===== config.mk =====
export PLATFORM = sky130hd
export DESIGN_NAME = kbd_seg_ctrl
export DESIGN_NICKNAME = d
export VERILOG_FILES = /design/src/rtl/kbd_seg_ctrl.sv
export SDC_FILE = /design/constraint.sdc
export NUM_CORES = 1
export LEC_CHECK = 0
export BUFFER_PORTS_ARGS = -buffer_cell sky130_fd_sc_hd__buf_2
export CAP_MARGIN = 5
export CORE_ASPECT_RATIO = 0.75
export CORE_MARGIN = 4
export CORE_UTILIZATION = 35
export CTS_CLUSTER_SIZE = 8
export DETAILED_ROUTE_END_ITERATION = 6
export GPL_TIMING_DRIVEN = 0
export SETUP_SLACK_MARGIN = 0.3
export SLEW_MARGIN = 20
export SYNTH_ARGS = -nofsm -noshare
export SYNTH_HDL_FRONTEND = slang
export SYNTH_SLANG_ARGS = --single-unit
export TNS_END_PERCENT = 20

===== constraint.sdc =====
create_clock -name clk -period 2.7 [get_ports clk]
set_clock_uncertainty 0.2 [all_clocks]
set_input_delay 0.135 -clock clk [delete_from_list [all_inputs] [get_ports clk]]
set_output_delay 0.135 -clock clk [all_outputs]
set_load 0.05 [all_outputs]

===== src/rtl/kbd_seg_ctrl.sv =====
// ---------------------------------------------------------------------------
// kbd_seg_ctrl
//
// Purpose:
//   Drains a PS/2 keyboard receive FIFO one byte at a time, decodes make and
//   break (F0-prefixed) scan codes, remembers the last pressed key and keeps
//   a two-digit BCD count of distinct key presses suitable for a 7-segment
//   display. A sticky error flag records FIFO overflow.
//
// Ports:
//   clk          - single clock, all state updates on rising edge
//   rst          - asynchronous active-high reset
//   kbd_data     - head byte of the receive FIFO, valid while kbd_ready
//   kbd_ready    - FIFO non-empty
//   kbd_overflow - FIFO overflow indication (sets err)
//   clr          - synchronous clear of count and err
//   kbd_pop      - one-cycle pulse popping the FIFO head
//   last_code    - last accepted make code
//   key_held     - key of last_code currently pressed
//   cnt_ones     - BCD ones digit of key-press count
//   cnt_tens     - BCD tens digit of key-press count
//   err          - sticky overflow flag
//   ext_key      - (KBD_EXT_CODE_EN only) last make was E0-extended
//
// Configuration:
//   KBD_EXT_CODE_EN - when defined, 0xE0 prefixes are decoded through an EXT
//                     state and the ext_key output is present. When
//                     undefined, 0xE0 is popped and silently discarded.
// ---------------------------------------------------------------------------
module kbd_seg_ctrl (
  input  logic       clk,
  input  logic       rst,
  input  logic [7:0] kbd_data,
  input  logic       kbd_ready,
  input  logic       kbd_overflow,
  input  logic       clr,
  output logic       kbd_pop,
  output logic [7:0] last_code,
  output logic       key_held,
  output logic [3:0] cnt_ones,
  output logic [3:0] cnt_tens,
`ifdef KBD_EXT_CODE_EN
  output logic       ext_key,
`endif
  output logic       err
);

  localparam logic [1:0] ST_IDLE = 2'd0;
  localparam logic [1:0] ST_WAIT = 2'd1;
  localparam logic [1:0] ST_BRK  = 2'd2;
`ifdef KBD_EXT_CODE_EN
  localparam logic [1:0] ST_EXT  = 2'd3;
`endif

  localparam logic [7:0] BYTE_BREAK = 8'hF0;
  localparam logic [7:0] BYTE_EXT   = 8'hE0;

  logic [1:0] r_state;
  logic [1:0] r_resume;
  logic [7:0] r_lastCode;
  logic       r_keyHeld;
  logic [3:0] r_ones;
  logic [3:0] r_tens;
  logic       r_err;
`ifdef KBD_EXT_CODE_EN
  logic       r_extKey;
  logic       r_brkExt;
  logic       w_makeExt;
`endif

  logic w_pop;
  logic w_inBrk;
  logic w_repeat;
  logic w_breakMatch;
  logic w_make;

  // IDLE, BRK and EXT all sample the FIFO; WAIT is the mandatory gap after
  // every pop. The prefix seen so far is parked in r_resume across WAIT.
  assign w_pop   = (r_state != ST_WAIT) && kbd_ready && !rst;
  assign w_inBrk = (r_state == ST_BRK);

`ifdef KBD_EXT_CODE_EN
  // Extended codes only match when both the byte and the E0 qualifier agree.
  assign w_makeExt    = (r_state == ST_EXT);
  assign w_repeat     = r_keyHeld && (kbd_data == r_lastCode) && (r_extKey == w_makeExt);
  assign w_breakMatch = (kbd_data == r_lastCode) && (r_extKey == r_brkExt);
`else
  assign w_repeat     = r_keyHeld && (kbd_data == r_lastCode);
  assign w_breakMatch = (kbd_data == r_lastCode);
`endif

  // A new key press: popped outside BRK, not a prefix byte, not auto-repeat.
  assign w_make = w_pop && !w_inBrk && (kbd_data != BYTE_BREAK) &&
                  (kbd_data != BYTE_EXT) && !w_repeat;

  // Decode FSM plus last-code tracking; outputs change on the pop edge.
  always_ff @(posedge clk or posedge rst) begin
    if (rst) begin
      r_state    <= ST_IDLE;
      r_resume   <= ST_IDLE;
      r_lastCode <= 8'h00;
      r_keyHeld  <= 1'b0;
`ifdef KBD_EXT_CODE_EN
      r_extKey   <= 1'b0;
      r_brkExt   <= 1'b0;
`endif
    end else if (r_state == ST_WAIT) begin
      r_state <= r_resume;
    end else if (w_pop) begin
      r_state  <= ST_WAIT;
      r_resume <= ST_IDLE;
      if (w_inBrk) begin
        if (w_breakMatch) begin
          r_keyHeld <= 1'b0;
        end
      end else if (kbd_data == BYTE_BREAK) begin
        r_resume <= ST_BRK;
`ifdef KBD_EXT_CODE_EN
        r_brkExt <= w_makeExt;
`endif
`ifdef KBD_EXT_CODE_EN
      end else if (kbd_data == BYTE_EXT) begin
        r_resume <= ST_EXT;
`endif
      end else if (w_make) begin
        r_lastCode <= kbd_data;
        r_keyHeld  <= 1'b1;
`ifdef KBD_EXT_CODE_EN
        r_extKey   <= w_makeExt;
`endif
      end
    end
  end

  // BCD press counter and sticky error; clr wins over increment and overflow.
  always_ff @(posedge clk or posedge rst) begin
    if (rst) begin
      r_ones <= 4'd0;
      r_tens <= 4'd0;
      r_err  <= 1'b0;
    end else if (clr) begin
      r_ones <= 4'd0;
      r_tens <= 4'd0;
      r_err  <= 1'b0;
    end else begin
      if (kbd_overflow) begin
        r_err <= 1'b1;
      end
      if (w_make) begin
        if (r_ones == 4'd9) begin
          r_ones <= 4'd0;
          r_tens <= (r_tens == 4'd9) ? 4'd0 : r_tens + 4'd1;
        end else begin
          r_ones <= r_ones + 4'd1;
        end
      end
    end
  end

  assign kbd_pop   = w_pop;
  assign last_code = r_lastCode;
  assign key_held  = r_keyHeld;
  assign cnt_ones  = r_ones;
  assign cnt_tens  = r_tens;
  assign err       = r_err;
`ifdef KBD_EXT_CODE_EN
  assign ext_key   = r_extKey;
`endif

endmodule


==> flow_metrics.tcl, run 1 <==
set metrics [dict create \
    avgViaCountPerCell 5.17 \
    clkTransAtPathRegs_ns 0.08 \
    finalSetupTns_ns 0 \
    cp_data_required_time_ns 2.65 \
    crit_fanout 9 \
    die_w_um 76.2 \
    start_util 0.367 \
    final_cell_mix "buf_2, dfrtp_1, dlygate4sd3_1" \
    io_pins 32 \
    nets 180 \
    grt_overflow_total 0 \
    leakagePower_nw 0.769 \
    powerDensity_nw_per_um2 787 \
    htreeDepth 1 \
    rows 18 \
    wl_met1_mm 1.27 \
    drt_iter0_drc 41 \
    grt_pass1_vias 1020 \
    rsz0062_at_grt "no" \
    syn_nets 131 \
    fmax_ghz 0.434 \
    clk_latency_ns 0.26 \
    cts_buffers 3 \
    wl_per_cell_um 13.6 \
    relSlewSlack 0.437 \
    min-delay-start "r_resume[1]" \
    setup_viol 0 \
    grt_usage 0.128 \
    synth_edf_count 0 \
    min-delay-path-class "register to register" \
    design_area_um2 1620 \
    ir_drop_mv 0.398 \
    drv_cap 0 \
    worst_setup_path_start_kind "input port" \
    postPlaceCellArea_um2 1430 \
    route.met2.wl_mm 1.36 \
    fin_crit_sh 0.854 \
    yosys_warnings 0 \
    hold_viol 0 \
    drtPass1Iterations 4 \
    crit_start "kbd_data[2]" \
    numClockSinks 21 \
    cts_tree "done" \
    worst_slew_pin_slew_ns 0.844 \
    ys_types 37 \
    ant_nets 0 \
    area_growth_pct 32.3 \
    drcViolationCount 0 \
    antenna_found_initial 0 \
    clockBufferDepth 2 \
    worstReg2RegStart "last_code[6]" \
    diodes 0 \
    drive_above_1_share 0.321 \
    critPathSlowestCell "dlygate4sd3_1" \
    final_common_cell "buf_2" \
    status "complete, no violations" \
    ys_seq_area_frac 0.430 \
    grt_max_degree 23 \
    avgSynthCellArea_um2 10.7 \
    async_reset_ff_frac 1.00 \
    portBuffers 31 \
    crit_type "input port to register" \
    mappedNetlistArea_um2 1220 \
    cp.arrival_ns 2.25 \
    fin_cells 202 \
    synth_cells 114 \
    endpoint_kind "register" \
    drt_wl_total_mm 2.74 \
    die_area_um2 4510 \
    dp_cells 185 \
    wl_met3_um 99 \
    coreArea_um2 3330 \
    vias 1044 \
    drv_slew 0 \
    min_period_ns 2.31 \
    max_stage_delay_ns 0.55 \
    ys_ff_latch 21 \
    clock-root-buffer "clkbuf_8" \
    routed.top_layer "met4" \
    grt_pass1_wl_mm 4.65 \
    crit_chain "dlygate4sd3_1 > buf_2 > or4b_4 > or2_1 > and3_4 > nand2_8 > mux2_4" \
    die_h_um 59.2 \
    total_power_w 0.00127 \
    gp_congestion 0.768 \
    synth_ff_type "dfrtp_1" \
    dp_hpwl_mm 2.01 \
]
worst max-delay path, delay by kind of cell:
| family | cells | cell delay (ns) |
|---|---|---|
| buffers and inverters | 2 | 0.69 |
| multiplexers | 1 | 0.31 |
| AND/OR/NAND/NOR | 4 | 1.11 |
stage by stage:
step | hold WS (ns) | utilization | setup WS, ns
global route | 0.324 | 0.485 | 0.316
floorplan | -0.0800 | - | 0.417
CTS | 0.298 | 0.481 | 0.342
finish | 0.299 | 0.485 | 0.394
global placement | 0.164 | 0.428 | 0.486
detailed placement | 0.170 | 0.428 | 0.514
synth_stat cells (all sizes together) (3+ instances only):
library cell	number	share of area
nor2	5	0.015
o21ai	5	0.020
nor3	3	0.012
nand3	6	0.029
and3	4	0.025
a31o	3	0.021
nand2	8	0.038
nor4	3	0.015
ha	4	0.041
dfrtp	21	0.43
mux2	9	0.11
xor2	8	0.057
or4	3	0.018
nor2b	3	0.015
inv	7	0.021
a21oi	3	0.012
state kept, by name, summed over array words and instances, names as in the netlist:
name       flops
cnt_ones       4
cnt_tens       4
err            1
key_held       1
last_code      8
r_resume       1
r_state        2
area by class of cell:
class                           instances  area [µm²]
Buffer                                  2        15.0
Timing Repair Buffer                   44         285
Tap cell                               40        50.0
Fill cell                             322        1720
Clock buffer                            4        45.0
Multi-Input combinational cell         84         671
Inverter                                7        26.3
Sequential cell                        21         526
metal layers:
metal,track usage,vias to the layer above
met5,0,-
met4,0.0233,0
met3,0.0350,2
met2,0.232,17
met1,0.157,517
li1,-,508
power by group:
group / total [W] / internal (W) / switching, W
logic: 0.000602 / 0.000212 / 0.000390
clock network: 0.000206 / 0.000105 / 0.000101
registers: 0.000465 / 0.000392 / 0.0000722
cell families (layout without fill, tap and decap cells):
| group | after synthesis | after routing | share of synthesized area |
|---|---|---|---|
| buffers and inverters | 9 | 57 | 0.0338 |
| muxes | 9 | 9 | 0.107 |
| xor gates and xnor gates | 9 | 9 | 0.0645 |
| AOI/OAI and AO/OA | 21 | 21 | 0.121 |
| DFF | 21 | 21 | 0.430 |
| and+or+nand+nor | 41 | 41 | 0.203 |
| adders and majority gates | 4 | 4 | 0.0409 |
what timing repair did:
action / in CTS / in global routing
gates resized for setup: 0 / 3
hold buffers: 13 / 0
endpoints found under the setup margin: 0 / 9
endpoints found under the hold margin: 34 / 0
buffers inserted: 0 / 0
final timing paths:
check / end / slack [ns] / cells after the start
setup / recovery: last_code[2] / 0.39 / 7
hold / removal: r_resume[1] / 0.30 / 2
setup reg to reg: last_code[2] / 0.52 / 5
hold reg to reg: r_resume[1] / 0.30 / 2
max in group asynchronous: last_code[2] / 1.39 / 3
min in group asynchronous: last_code[4] / 0.39 / 3
Power figures use the tool's default switching activity.
==> inputs of run 2 (changes only) <==
Settings changed: CORE_UTILIZATION 35 to 30.
==> flow_metrics.tcl, run 2 (synthesized netlist as in run 1, its figures left out) <==
set metrics [dict create \
    status "complete, no violations" \
    ant_nets 0 \
    pre_cts_ws_ns 0.482 \
    final.fill_count 367 \
    clockBufferDepth 2 \
    endpoint_kind "register" \
    gp_congestion 0.722 \
    die_w_um 81.7 \
    clock-root-buffer "clkbuf_8" \
    crit_chain "dlygate4sd3_1 > buf_2 > or4b_4 > or2_1 > and3_4 > nand3_2 > mux2_1" \
    vias 1047 \
    min_period_ns 2.33 \
    drv_cap 0 \
    drv_slew 0 \
    worst_slew_pin_slew_ns 0.850 \
    drt_iter0_drc 37 \
    wl_per_cell_um 13.2 \
    coreArea_um2 3780 \
    rows 19 \
    min-delay-path-class "register to register" \
    cts_buffers 3 \
    drcViolationCount 0 \
    crit_type "input port to register" \
    path_delay_family "simple AND/OR/NAND/NOR gates" \
    nets 180 \
    cp_num_buf_inv 2 \
    clkTransAtPathRegs_ns 0.08 \
    finalSetupTns_ns 0 \
    fmax_ghz 0.429 \
    final_common_cell "buf_2" \
    die_h_um 63.3 \
    ir_drop_mv 0.523 \
    fin_util 0.432 \
    total_power_w 0.00129 \
    clk_latency_ns 0.26 \
    fin_ws_ns 0.370 \
    leakagePower_nw 0.770 \
    rsz0062_at_grt "no" \
    htreeDepth 1 \
    avgViaCountPerCell 4.89 \
    grt_usage 0.114 \
    die_area_um2 5170 \
    io_pins 32 \
    grt_pass1_wl_mm 4.65 \
    grt_pass1_vias 981 \
    grt_overflow_total 0 \
    cts_setup_buffers 0 \
    worst_setup_path_start_kind "input port" \
    drt_wl_total_mm 2.82 \
    max_stage_delay_ns 0.55 \
    cp.arrival_ns 2.27 \
    drive_above_1_share 0.321 \
    hold_viol 0 \
    relSlewSlack 0.432 \
    final_cell_mix "buf_2, dfrtp_1, dlygate4sd3_1" \
    cts_tree "done" \
    fin_crit_sh 0.863 \
    powerDensity_nw_per_um2 787 \
    portBuffers 31 \
    grt_max_degree 23 \
    cp_data_required_time_ns 2.64 \
    setup_viol 0 \
    area_growth_pct 33.7 \
    dp_hpwl_mm 2.09 \
    critPathSlowestCell "dlygate4sd3_1" \
    antenna_found_initial 0 \
    numClockSinks 21 \
    diodes 0 \
    crit_fanout 3 \
    largest_register_ff_count 8 \
    drtPass1Iterations 4 \
    start_util 0.323 \
]
run 2: cell counts in the layout (fill, tap and decap cells not counted):
Identical to the previous run, type by type.
run 2: final timing paths:
check	depth (start not counted)	slack, ns	startpoint	to
worst max register to register	6	0.59	last_code[0]	cnt_tens[3]
worst max-delay path	7	0.37	kbd_data[1]	cnt_tens[1]
worst min-delay path	2	0.30	r_resume[1]	r_resume[1]
max in group asynchronous	3	1.37	rst	cnt_ones[0]
min in group asynchronous	3	0.41	rst	r_resume[1]
worst min register to register	2	0.30	r_resume[1]	r_resume[1]
run 2: per-stage QoR:
step	cell area [µm²]	hold WS, ns	std cells
finish	1630	0.302	214
global route	1630	0.347	214
CTS	1620	0.303	214
detailed placement	1440	0.163	197
global placement	1440	0.150	197
floorplan	1220	-0.0800	114
run 2: worst reg2reg max path: stages, from the launching register on:
cell and delay (ns):
dfrtp_1 0.41, xor2_1 0.24, nor4_2 0.10, and3_1 0.20, buf_6 0.13, or4_1 0.51
a31o_1 0.22
run 2: what timing repair did:
item | in CTS | in global routing
hold buffers | 13 | 0
endpoints found under the setup margin | 0 | 9
endpoints found under the hold margin | 35 | 0
resized for setup | 0 | 3
run 2: layout make-up:
type,count,area (µm²),share of cell area
plain buffers,2,15.0,0.00919
clock buffers,4,45.0,0.0276
inverters,7,26.3,0.0161
multi-input cells,84,672,0.411
flip-flops and latches,21,526,0.322
well taps,52,65.1,0.0398
repair buffers,44,285,0.175
run 2: where the power goes:
part           leakage, nW  switching [W]  internal (W)
registers            0.266      0.0000722      0.000392
logic                0.481       0.000399      0.000213
clock network       0.0228       0.000105      0.000105
total                0.770       0.000576      0.000710
run 2: per-layer routing:
metal / wire length [µm] / up-vias / share of wire / track usage
met1: 1320 / 516 / 0.47 / 0.155
met4: 0 / 0 / 0 / 0.0124
met2: 1340 / 25 / 0.48 / 0.177
met3: 160 / 0 / 0.057 / 0.0442
li1: - / 506 / - / -
met5: 0 / - / 0 / 0
